[src/rtl/mstage_bus_if.sv]
// -----------------------------------------------------------------------------
// mstage_bus_if
//   Handshake bundle between the execute stage (X side) and the memory stage
//   (M side).
//
//   X side : s_valid, s_ready, flush, aluresX, src2X, mvalidX, mwenX, mwmaskX,
//            mrtypeX, rdregsrcX, csrX, snpcX, pcX, rdX
//   M side : m_valid, m_ready, aluresM .. rdM (same widths as the X fields)
//
//   modport slave  : view of the pipeline register (mstage_bus)
//   modport master : view of the surrounding pipeline / stimulus
// -----------------------------------------------------------------------------
interface mstage_bus_if;
  logic        s_valid;
  logic        s_ready;
  logic        flush;

  logic [31:0] aluresX;
  logic [31:0] src2X;
  logic        mvalidX;
  logic        mwenX;
  logic [7:0]  mwmaskX;
  logic [2:0]  mrtypeX;
  logic [2:0]  rdregsrcX;
  logic [31:0] csrX;
  logic [31:0] snpcX;
  logic [31:0] pcX;
  logic [4:0]  rdX;

  logic        m_valid;
  logic        m_ready;

  logic [31:0] aluresM;
  logic [31:0] src2M;
  logic        mvalidM;
  logic        mwenM;
  logic [7:0]  mwmaskM;
  logic [2:0]  mrtypeM;
  logic [2:0]  rdregsrcM;
  logic [31:0] csrM;
  logic [31:0] snpcM;
  logic [31:0] pcM;
  logic [4:0]  rdM;

  modport slave (
    input  s_valid, flush, m_ready,
    input  aluresX, src2X, mvalidX, mwenX, mwmaskX, mrtypeX, rdregsrcX,
    input  csrX, snpcX, pcX, rdX,
    output s_ready, m_valid,
    output aluresM, src2M, mvalidM, mwenM, mwmaskM, mrtypeM, rdregsrcM,
    output csrM, snpcM, pcM, rdM
  );

  modport master (
    output s_valid, flush, m_ready,
    output aluresX, src2X, mvalidX, mwenX, mwmaskX, mrtypeX, rdregsrcX,
    output csrX, snpcX, pcX, rdX,
    input  s_ready, m_valid,
    input  aluresM, src2M, mvalidM, mwenM, mwmaskM, mrtypeM, rdregsrcM,
    input  csrM, snpcM, pcM, rdM
  );
endinterface

[src/rtl/mstage_bus.sv]
// -----------------------------------------------------------------------------
// mstage_bus
//   Execute -> memory stage pipeline register with valid/ready handshake.
//   All eleven X fields travel together as one beat and appear on the M fields
//   the cycle after they are accepted.
//
//   Ports
//     clk  : clock, rising edge
//     rst  : asynchronous active-low reset
//     bus  : mstage_bus_if.slave (handshake, flush, X inputs, M outputs)
//
//   Parameter
//     RESET_PC : reset value of pcM and snpcM
//
//   Build option
//     MSTAGE_SKID_EN defined   : two-entry skid buffer (EMPTY/ONE/TWO), s_ready
//                                is a flop with no path from m_ready.
//     MSTAGE_SKID_EN undefined : single register (EMPTY/ONE), s_ready is
//                                !m_valid || m_ready.
// -----------------------------------------------------------------------------
module mstage_bus #(
  parameter logic [31:0] RESET_PC = 32'h8000_0000
) (
  input logic         clk,
  input logic         rst,
  mstage_bus_if.slave bus
);

  typedef struct packed {
    logic [31:0] alures;
    logic [31:0] src2;
    logic        mvalid;
    logic        mwen;
    logic [7:0]  mwmask;
    logic [2:0]  mrtype;
    logic [2:0]  rdregsrc;
    logic [31:0] csr;
    logic [31:0] snpc;
    logic [31:0] pc;
    logic [4:0]  rd;
  } beat_t;

  localparam beat_t RESET_BEAT = '{32'd0, 32'd0, 1'b0, 1'b0, 8'd0, 3'd0, 3'd0,
                                   32'd0, RESET_PC, RESET_PC, 5'd0};

  beat_t beat_in;
  beat_t main_q;
  logic  xfer_in;
  logic  xfer_out;

  assign beat_in = {bus.aluresX, bus.src2X, bus.mvalidX, bus.mwenX, bus.mwmaskX,
                    bus.mrtypeX, bus.rdregsrcX, bus.csrX, bus.snpcX, bus.pcX,
                    bus.rdX};

  // M outputs always come from the main register.
  assign bus.aluresM   = main_q.alures;
  assign bus.src2M     = main_q.src2;
  assign bus.mvalidM   = main_q.mvalid;
  assign bus.mwenM     = main_q.mwen;
  assign bus.mwmaskM   = main_q.mwmask;
  assign bus.mrtypeM   = main_q.mrtype;
  assign bus.rdregsrcM = main_q.rdregsrc;
  assign bus.csrM      = main_q.csr;
  assign bus.snpcM     = main_q.snpc;
  assign bus.pcM       = main_q.pc;
  assign bus.rdM       = main_q.rd;

`ifdef MSTAGE_SKID_EN

  typedef enum logic [1:0] {EMPTY, ONE, TWO} state_t;

  state_t state_q;
  beat_t  skid_q;
  logic   s_ready_q;
  logic   m_valid_q;

  assign bus.s_ready = s_ready_q;
  assign bus.m_valid = m_valid_q;
  assign xfer_in     = bus.s_valid && s_ready_q;
  assign xfer_out    = m_valid_q && bus.m_ready;

  // s_ready_q and m_valid_q are kept as dedicated flops updated alongside the
  // state so neither output depends on m_ready combinationally.
  always_ff @(posedge clk or negedge rst) begin
    if (!rst) begin
      state_q   <= EMPTY;
      main_q    <= RESET_BEAT;
      skid_q    <= RESET_BEAT;
      s_ready_q <= 1'b1;
      m_valid_q <= 1'b0;
    end else if (bus.flush) begin
      // Flush beats everything, including a beat accepted this very cycle.
      state_q   <= EMPTY;
      s_ready_q <= 1'b1;
      m_valid_q <= 1'b0;
    end else begin
      unique case (state_q)
        EMPTY: begin
          if (xfer_in) begin
            main_q    <= beat_in;
            state_q   <= ONE;
            m_valid_q <= 1'b1;
          end
        end
        ONE: begin
          if (xfer_in && xfer_out) begin
            main_q <= beat_in;
          end else if (xfer_in) begin
            // Downstream stalled: park the new beat behind the one on display.
            skid_q    <= beat_in;
            state_q   <= TWO;
            s_ready_q <= 1'b0;
          end else if (xfer_out) begin
            state_q   <= EMPTY;
            m_valid_q <= 1'b0;
          end
        end
        TWO: begin
          if (xfer_out) begin
            main_q    <= skid_q;
            state_q   <= ONE;
            s_ready_q <= 1'b1;
          end
        end
        default: begin
          state_q   <= EMPTY;
          s_ready_q <= 1'b1;
          m_valid_q <= 1'b0;
        end
      endcase
    end
  end

`else

  typedef enum logic {EMPTY, ONE} state_t;

  state_t state_q;

  assign bus.m_valid = (state_q != EMPTY);
  // Without a skid slot the register may only refill when it is empty or being
  // drained in the same cycle.
  assign bus.s_ready = (state_q == EMPTY) || bus.m_ready;
  assign xfer_in     = bus.s_valid && bus.s_ready;
  assign xfer_out    = (state_q != EMPTY) && bus.m_ready;

  always_ff @(posedge clk or negedge rst) begin
    if (!rst) begin
      state_q <= EMPTY;
      main_q  <= RESET_BEAT;
    end else if (bus.flush) begin
      state_q <= EMPTY;
    end else if (xfer_in) begin
      main_q  <= beat_in;
      state_q <= ONE;
    end else if (xfer_out) begin
      state_q <= EMPTY;
    end
  end

`endif

endmodule

[src/flat_wrapper.sv]
// flat-port wrapper written by rule: the top's interface ports become plain ports
module mstage_bus_flat 
#(
  parameter logic [31:0] RESET_PC = 32'h8000_0000
)
  (clk, rst, bus_s_valid, bus_flush, bus_m_ready, bus_aluresX, bus_src2X, bus_mvalidX, bus_mwenX, bus_mwmaskX, bus_mrtypeX, bus_rdregsrcX, bus_csrX, bus_snpcX, bus_pcX, bus_rdX, bus_s_ready, bus_m_valid, bus_aluresM, bus_src2M, bus_mvalidM, bus_mwenM, bus_mwmaskM, bus_mrtypeM, bus_rdregsrcM, bus_csrM, bus_snpcM, bus_pcM, bus_rdM);
  mstage_bus_if bus_i ();
  input logic clk;
  input logic rst;
  input wire logic [$bits(bus_i.s_valid)-1:0] bus_s_valid;
  input wire logic [$bits(bus_i.flush)-1:0] bus_flush;
  input wire logic [$bits(bus_i.m_ready)-1:0] bus_m_ready;
  input wire logic [$bits(bus_i.aluresX)-1:0] bus_aluresX;
  input wire logic [$bits(bus_i.src2X)-1:0] bus_src2X;
  input wire logic [$bits(bus_i.mvalidX)-1:0] bus_mvalidX;
  input wire logic [$bits(bus_i.mwenX)-1:0] bus_mwenX;
  input wire logic [$bits(bus_i.mwmaskX)-1:0] bus_mwmaskX;
  input wire logic [$bits(bus_i.mrtypeX)-1:0] bus_mrtypeX;
  input wire logic [$bits(bus_i.rdregsrcX)-1:0] bus_rdregsrcX;
  input wire logic [$bits(bus_i.csrX)-1:0] bus_csrX;
  input wire logic [$bits(bus_i.snpcX)-1:0] bus_snpcX;
  input wire logic [$bits(bus_i.pcX)-1:0] bus_pcX;
  input wire logic [$bits(bus_i.rdX)-1:0] bus_rdX;
  output wire logic [$bits(bus_i.s_ready)-1:0] bus_s_ready;
  output wire logic [$bits(bus_i.m_valid)-1:0] bus_m_valid;
  output wire logic [$bits(bus_i.aluresM)-1:0] bus_aluresM;
  output wire logic [$bits(bus_i.src2M)-1:0] bus_src2M;
  output wire logic [$bits(bus_i.mvalidM)-1:0] bus_mvalidM;
  output wire logic [$bits(bus_i.mwenM)-1:0] bus_mwenM;
  output wire logic [$bits(bus_i.mwmaskM)-1:0] bus_mwmaskM;
  output wire logic [$bits(bus_i.mrtypeM)-1:0] bus_mrtypeM;
  output wire logic [$bits(bus_i.rdregsrcM)-1:0] bus_rdregsrcM;
  output wire logic [$bits(bus_i.csrM)-1:0] bus_csrM;
  output wire logic [$bits(bus_i.snpcM)-1:0] bus_snpcM;
  output wire logic [$bits(bus_i.pcM)-1:0] bus_pcM;
  output wire logic [$bits(bus_i.rdM)-1:0] bus_rdM;
  assign bus_i.s_valid = bus_s_valid;
  assign bus_i.flush = bus_flush;
  assign bus_i.m_ready = bus_m_ready;
  assign bus_i.aluresX = bus_aluresX;
  assign bus_i.src2X = bus_src2X;
  assign bus_i.mvalidX = bus_mvalidX;
  assign bus_i.mwenX = bus_mwenX;
  assign bus_i.mwmaskX = bus_mwmaskX;
  assign bus_i.mrtypeX = bus_mrtypeX;
  assign bus_i.rdregsrcX = bus_rdregsrcX;
  assign bus_i.csrX = bus_csrX;
  assign bus_i.snpcX = bus_snpcX;
  assign bus_i.pcX = bus_pcX;
  assign bus_i.rdX = bus_rdX;
  assign bus_s_ready = bus_i.s_ready;
  assign bus_m_valid = bus_i.m_valid;
  assign bus_aluresM = bus_i.aluresM;
  assign bus_src2M = bus_i.src2M;
  assign bus_mvalidM = bus_i.mvalidM;
  assign bus_mwenM = bus_i.mwenM;
  assign bus_mwmaskM = bus_i.mwmaskM;
  assign bus_mrtypeM = bus_i.mrtypeM;
  assign bus_rdregsrcM = bus_i.rdregsrcM;
  assign bus_csrM = bus_i.csrM;
  assign bus_snpcM = bus_i.snpcM;
  assign bus_pcM = bus_i.pcM;
  assign bus_rdM = bus_i.rdM;
  mstage_bus #(.RESET_PC(RESET_PC)) u_core (.clk(clk), .rst(rst), .bus(bus_i));
endmodule
[config.mk]
export PLATFORM = sky130hd
export DESIGN_NAME = mstage_bus_flat
export DESIGN_NICKNAME = d
export VERILOG_FILES = /design/src/rtl/mstage_bus_if.sv /design/src/rtl/mstage_bus.sv /design/src/flat_wrapper.sv
export SDC_FILE = /design/constraint.sdc
export NUM_CORES = 1
export LEC_CHECK = 0
export CORE_AREA = 2 2 142 144
export DETAILED_ROUTE_END_ITERATION = 6
export DIE_AREA = 0 0 144 146
export PLACE_DENSITY = 0.75
export SYNTH_ARGS = -nofsm -noshare
export SYNTH_HDL_FRONTEND = slang
export SYNTH_SLANG_ARGS = --single-unit
[constraint.sdc]
create_clock -name clk -period 2.17 [get_ports clk]
set_input_delay 0.5425 -clock clk [delete_from_list [all_inputs] [get_ports clk]]
set_output_delay 0.5425 -clock clk [all_outputs]
set_load 0.02 [all_outputs]
# Word-level counts from Yosys, hierarchy flattened

Index checks and enable logic that the tools add are counted.

Reductions and logical operators: 5
Multiplexer cells: 3
Bitwise gates (word level): 2

Operators with widths:

| kind                | number |
|---|---|
| 1-bit 2-to-1 mux    | 3 |
| 3-bit nonzero test  | 1 |
| 1-bit logical AND   | 2 |
| 1-bit NOT           | 2 |
| 2-bit AND reduction | 1 |
| 1-bit logical OR    | 1 |

Bits in registers: 182
Output and inout bits: 183

# Depth between registers and ports, before layout

Depth after elaboration: 5
Depth in mapped cells: 6
Mapped depth without buffers: 3

# Worst setup path before layout

No wires, ideal clock.

Path type: register -> register
From: reg u_core.state_q (netlist: u_core.bus.m_valid)
To: reg u_core.main_q (netlist bit u_core.bus.csrM[0])
Stages on the path, launching flop included: 7
Setup slack: 0.538 ns
Data arrival time: 1.507 ns
Data required time: 2.045 ns
Clock period less this slack: 1.632 ns
Cells stage by stage: dfrtp_1 > nor2b_4 > nor3b_2 > buf_6 > buf_12 > buf_12 > mux2_4

Cells in the longest elaborated chain, start to end: 4

Ends and longest elaborated chain:

| element                              | line              | source |
|---|---|---|
| start: declaration                   | mstage_bus.sv:138 | `state_t state_q;` |
| start signal: assignment             | mstage_bus.sv:149 | `state_q <= EMPTY;` |
| start signal: assignment             | mstage_bus.sv:152 | `state_q <= EMPTY;` |
| start signal: assignment             | mstage_bus.sv:155 | `state_q <= ONE;` |
| 1-bit NOT                            | mstage_bus.sv:143 | `assign bus.s_ready = (state_q == EMPTY) \|\| bus.m_ready;` |
| 1-bit logical OR                     | mstage_bus.sv:143 |  |
| 1-bit logical AND                    | mstage_bus.sv:144 | `assign xfer_in = bus.s_valid && bus.s_ready;` |
| 2-bit AND reduction (no source line) | n/a               |  |
| end signal: assignment               | mstage_bus.sv:154 | `main_q <= beat_in;` |
| end: declaration                     | mstage_bus.sv:47  | `beat_t main_q;` |

Every way passes these cells.
A chain may end at the register's enable or synchronous reset.

# Worst setup path after layout

From: in bus_m_ready
To: out bus_s_ready

Cells in the longest elaborated chain, start to end: 1

Ends and longest elaborated chain:

| element            | line               | source |
|---|---|---|
| start: declaration | flat_wrapper.sv:12 | `input wire logic [$bits(bus_i.m_ready)-1:0] bus_m_ready;` |
| 1-bit logical OR   | mstage_bus.sv:143  |  |
| end: declaration   | flat_wrapper.sv:24 | `output wire logic [$bits(bus_i.s_ready)-1:0] bus_s_ready;` |

Every way passes these cells.

==> flow_summary_export.csv <==
group,metric,value,unit
routing,drt_wl_total,19690,um
clock_network,ctsHtreeMaxLevel,4,
yosys,synth.distinct_cells,11,
critical_path,cp_cell_sequence,"clkdlybuf4s50_1 > nor2b_4 > inv_1 > dlygate4sd2_1",
yosys,async_flop_share,1.000,
timing,max_slew_margin,0.6620,
floorplan,row_count,51,
clock_network,clock-sinks,182,
pwr,ir_drop,0.5141,mV
yosys,synth_ff_type,"dfrtp_1",
min_path,hold_path_class,"in -> async",
timing,hold_violations,0,
timing,worst_hold_slack,0.07147,ns
yosys,ys_top_cells_by_count,"dfrtp_1, mux2_2, mux2_4, buf_12, buf_4",
outcome,status,"completed",
routing,first_pass_iters,5,
critical_path,cp.required,1.63,ns
global_routing,overflow,0,
cells_and_area,drive_above_1_share,0.3052,
yosys,synth-seq-cells,182,
yosys,synthTopCellsByArea,"dfrtp_1, mux2_4, mux2_2",
timing,setup_tns,0,ns
timing,fin_skew,0.01320,ns
floorplan,dieArea,21020,um2
critical_path,startpoint_type,"input pin",
timing,drv_slew,0,
timing,finalCritPeriodShare,0.9723,
floorplan,num_io_pins,369,
yosys,synthCells,388,
critical_path,crit_path_max_fanout,3,
yosys,synth_edf_count,0,
yosys,synth.largest_area_cell,"dfrtp_1",
clock_network,ctsHoldBuffers,0,
global_routing,grt_antenna_before_repair,0,
clock_network,cts_root_buf,"clkbuf_16",
routing,drc,0,
routing,route.vias.total,4777,
global_routing,track_usage,0.1872,
floorplan,die_h,146,um
cells_and_area,nNetsFinal,966,
yosys,yosysTopAreaCellShare,0.6213,
place,io_buffers,368,
cells_and_area,area_delta_synth_final,63.79,%
critical_path,cp_data_arrival_time,1.57,ns
place,place_hpwl,15220,um
yosys,synth_nets,574,
yosys,yosysMostFrequentCell,"dfrtp_1",
clock_network,clkTransAtPathRegs,0.07,ns
clock_network,cts_tree,"built",
clock_network,clockBufferDepth,2,
cells_and_area,fin_util,0.6141,
floorplan,core,19330,um2
clock_network,clk_latency,0.42,ns
critical_path,cp-end-kind,"output port",
timing,fmax,474.0,MHz
yosys,netlist_area,7249,um2
floorplan,start_util,0.3749,
timing,setup_viol,0,
routing,ant_nets,0,
routing,wl_per_cell,18.61,um
critical_path,slowest_delay,0.47,ns
timing,finalCriticalPeriod,2.110,ns
pwr,p_leak,0.005033,uW
critical_path,rrSetupSlack,0.43,ns
place,gp_congestion,0.7828,
routing,drt_iter0_markers,128,
timing,grt_setup_unrepaired,"no",
routing,viasPerCell,4.515,
global_routing,grt_pass1_vias,5337,
pwr,powerDensity,891.4,nW/um2
clock_network,cts_made_buffers,17,
global_routing,grt_max_degree,49,
yosys,syn_avg_cell_area,18.68,um2
floorplan,die_x,144,um
yosys,ys_seq_area_frac,0.6286,
critical_path,criticalPathCategory,"in -> out",
run,cap_violations,0,
timing,tightest_slew,0.5070,ns
critical_path,crit_slowest_cell,"clkdlybuf4s50_1",
global_routing,grt_pass1_wl,30040,um
cells_and_area,diodes,0,
yosys,synth_warnings,0,
-- logic make-up after synthesis --
family                 Yosys count  share of synthesized area
multiplexers                   181                     0.3278
buffers and inverters           21                    0.03900
flip-flops                     182                     0.6286
AND/OR/NAND/NOR                  4                   0.004660
-- power by group --
group	leakage (uW)	switching (uW)	total [uW]	internal [uW]
sequential	0.00214	335	4310	3980
combinational	0.00263	1420	3360	1940
clock	0.000267	1380	2910	1540
total	0.00503	3130	10600	7460
-- flip-flops by register name, indices dropped and copies added, names as in the netlist --
| signal | cells |
|---|---|
| u_core.bus.aluresM | 32 |
| u_core.bus.csrM | 32 |
| u_core.bus.m_valid | 1 |
| u_core.bus.mrtypeM | 3 |
| u_core.bus.mvalidM | 1 |
| u_core.bus.mwenM | 1 |
| u_core.bus.mwmaskM | 8 |
| u_core.bus.pcM | 32 |
| u_core.bus.rdM | 5 |
| u_core.bus.rdregsrcM | 3 |
| u_core.bus.snpcM | 32 |
| u_core.bus.src2M | 32 |
-- routing by layer --
metal  GRT usage  vias to the layer above  part of all wire
met3     0.07568                       24             0.098
met4     0.05245                        0             0.017
met1      0.2095                     2379              0.37
li1            -                     2143                 -
met2      0.3271                      231              0.52
met5           0                        -                 0
-- layout make-up --
type | count | area (um2)
sequential | 182 | 4557
fill | 1461 | 7461
clock buffer | 19 | 442.9
multi-input combinational | 185 | 2416
clock inverter | 13 | 113.9
tap | 265 | 331.6
timing repair buffer | 393 | 4009
inverter | 1 | 3.754
-- worst paths after layout --
kind / startpoint / to / cells past startpoint
max in group asynchronous: rst / u_core.bus.csrM[16]$_DFFE_PN0P_ / 2
worst min register to register: u_core.bus.rdregsrcM[2]$_DFFE_PN0P_ / u_core.bus.rdregsrcM[2]$_DFFE_PN0P_ / 1
min in group clk: u_core.bus.rdregsrcM[2]$_DFFE_PN0P_ / u_core.bus.rdregsrcM[2]$_DFFE_PN0P_ / 1
worst max-delay path: bus_m_ready / bus_s_ready / 4
worst max register to register: u_core.bus.m_valid$_DFFE_PN0P_ / u_core.bus.src2M[2]$_DFFE_PN0P_ / 5
worst min-delay path: rst / u_core.bus.mwmaskM[1]$_DFFE_PN0P_ / 1
-- critical path, delay by kind of cell --
kind                   cells  cell delay [ns]
buffers and inverters      3             0.83
and+or+nand+nor            1             0.19
-- cell usage in the layout (no fill, tap or decap) --
cell / Yosys / routed
clkbuf_16: 0 / 17
clkinv_4: 0 / 2
nor3b_4: 0 / 1
inv_8: 0 / 3
clkdlybuf4s50_1: 0 / 366
inv_6: 0 / 4
buf_6: 1 / 1
nor2_1: 2 / 2
dfstp_2: 2 / 2
buf_4: 9 / 14
dlygate4sd2_1: 0 / 1
nor2b_4: 1 / 1
buf_12: 10 / 11
clkinv_2: 0 / 1
clkbuf_1: 0 / 1
clkinvlp_4: 0 / 3
mux2_4: 90 / 90
mux2_2: 91 / 91
inv_1: 1 / 1
dfrtp_1: 180 / 180
clkbuf_8: 0 / 1
-- timing repair --
| action | 4_1_cts | 5_1_grt |
|---|---|---|
| resized for setup | 1 | 0 |
| setup buffers | 0 | 0 |
| endpoints found under the setup margin | 1 | 0 |
-- through the flow --
stage	std cells	worst slack (ns)	total power (uW)	instance area, um2
6_report	1058	0.06009	10580	11870
5_1_grt	1058	0.01321	11100	11870
4_1_cts	1058	0.04158	10750	11870
3_5_place_dp	1026	-0.2206	7756	11320
3_3_place_gp	1026	-0.1799	7673	11320
2_1_floorplan	388	0.5383	5901	7249
Note: power is estimated with default switching activity, not from simulation.
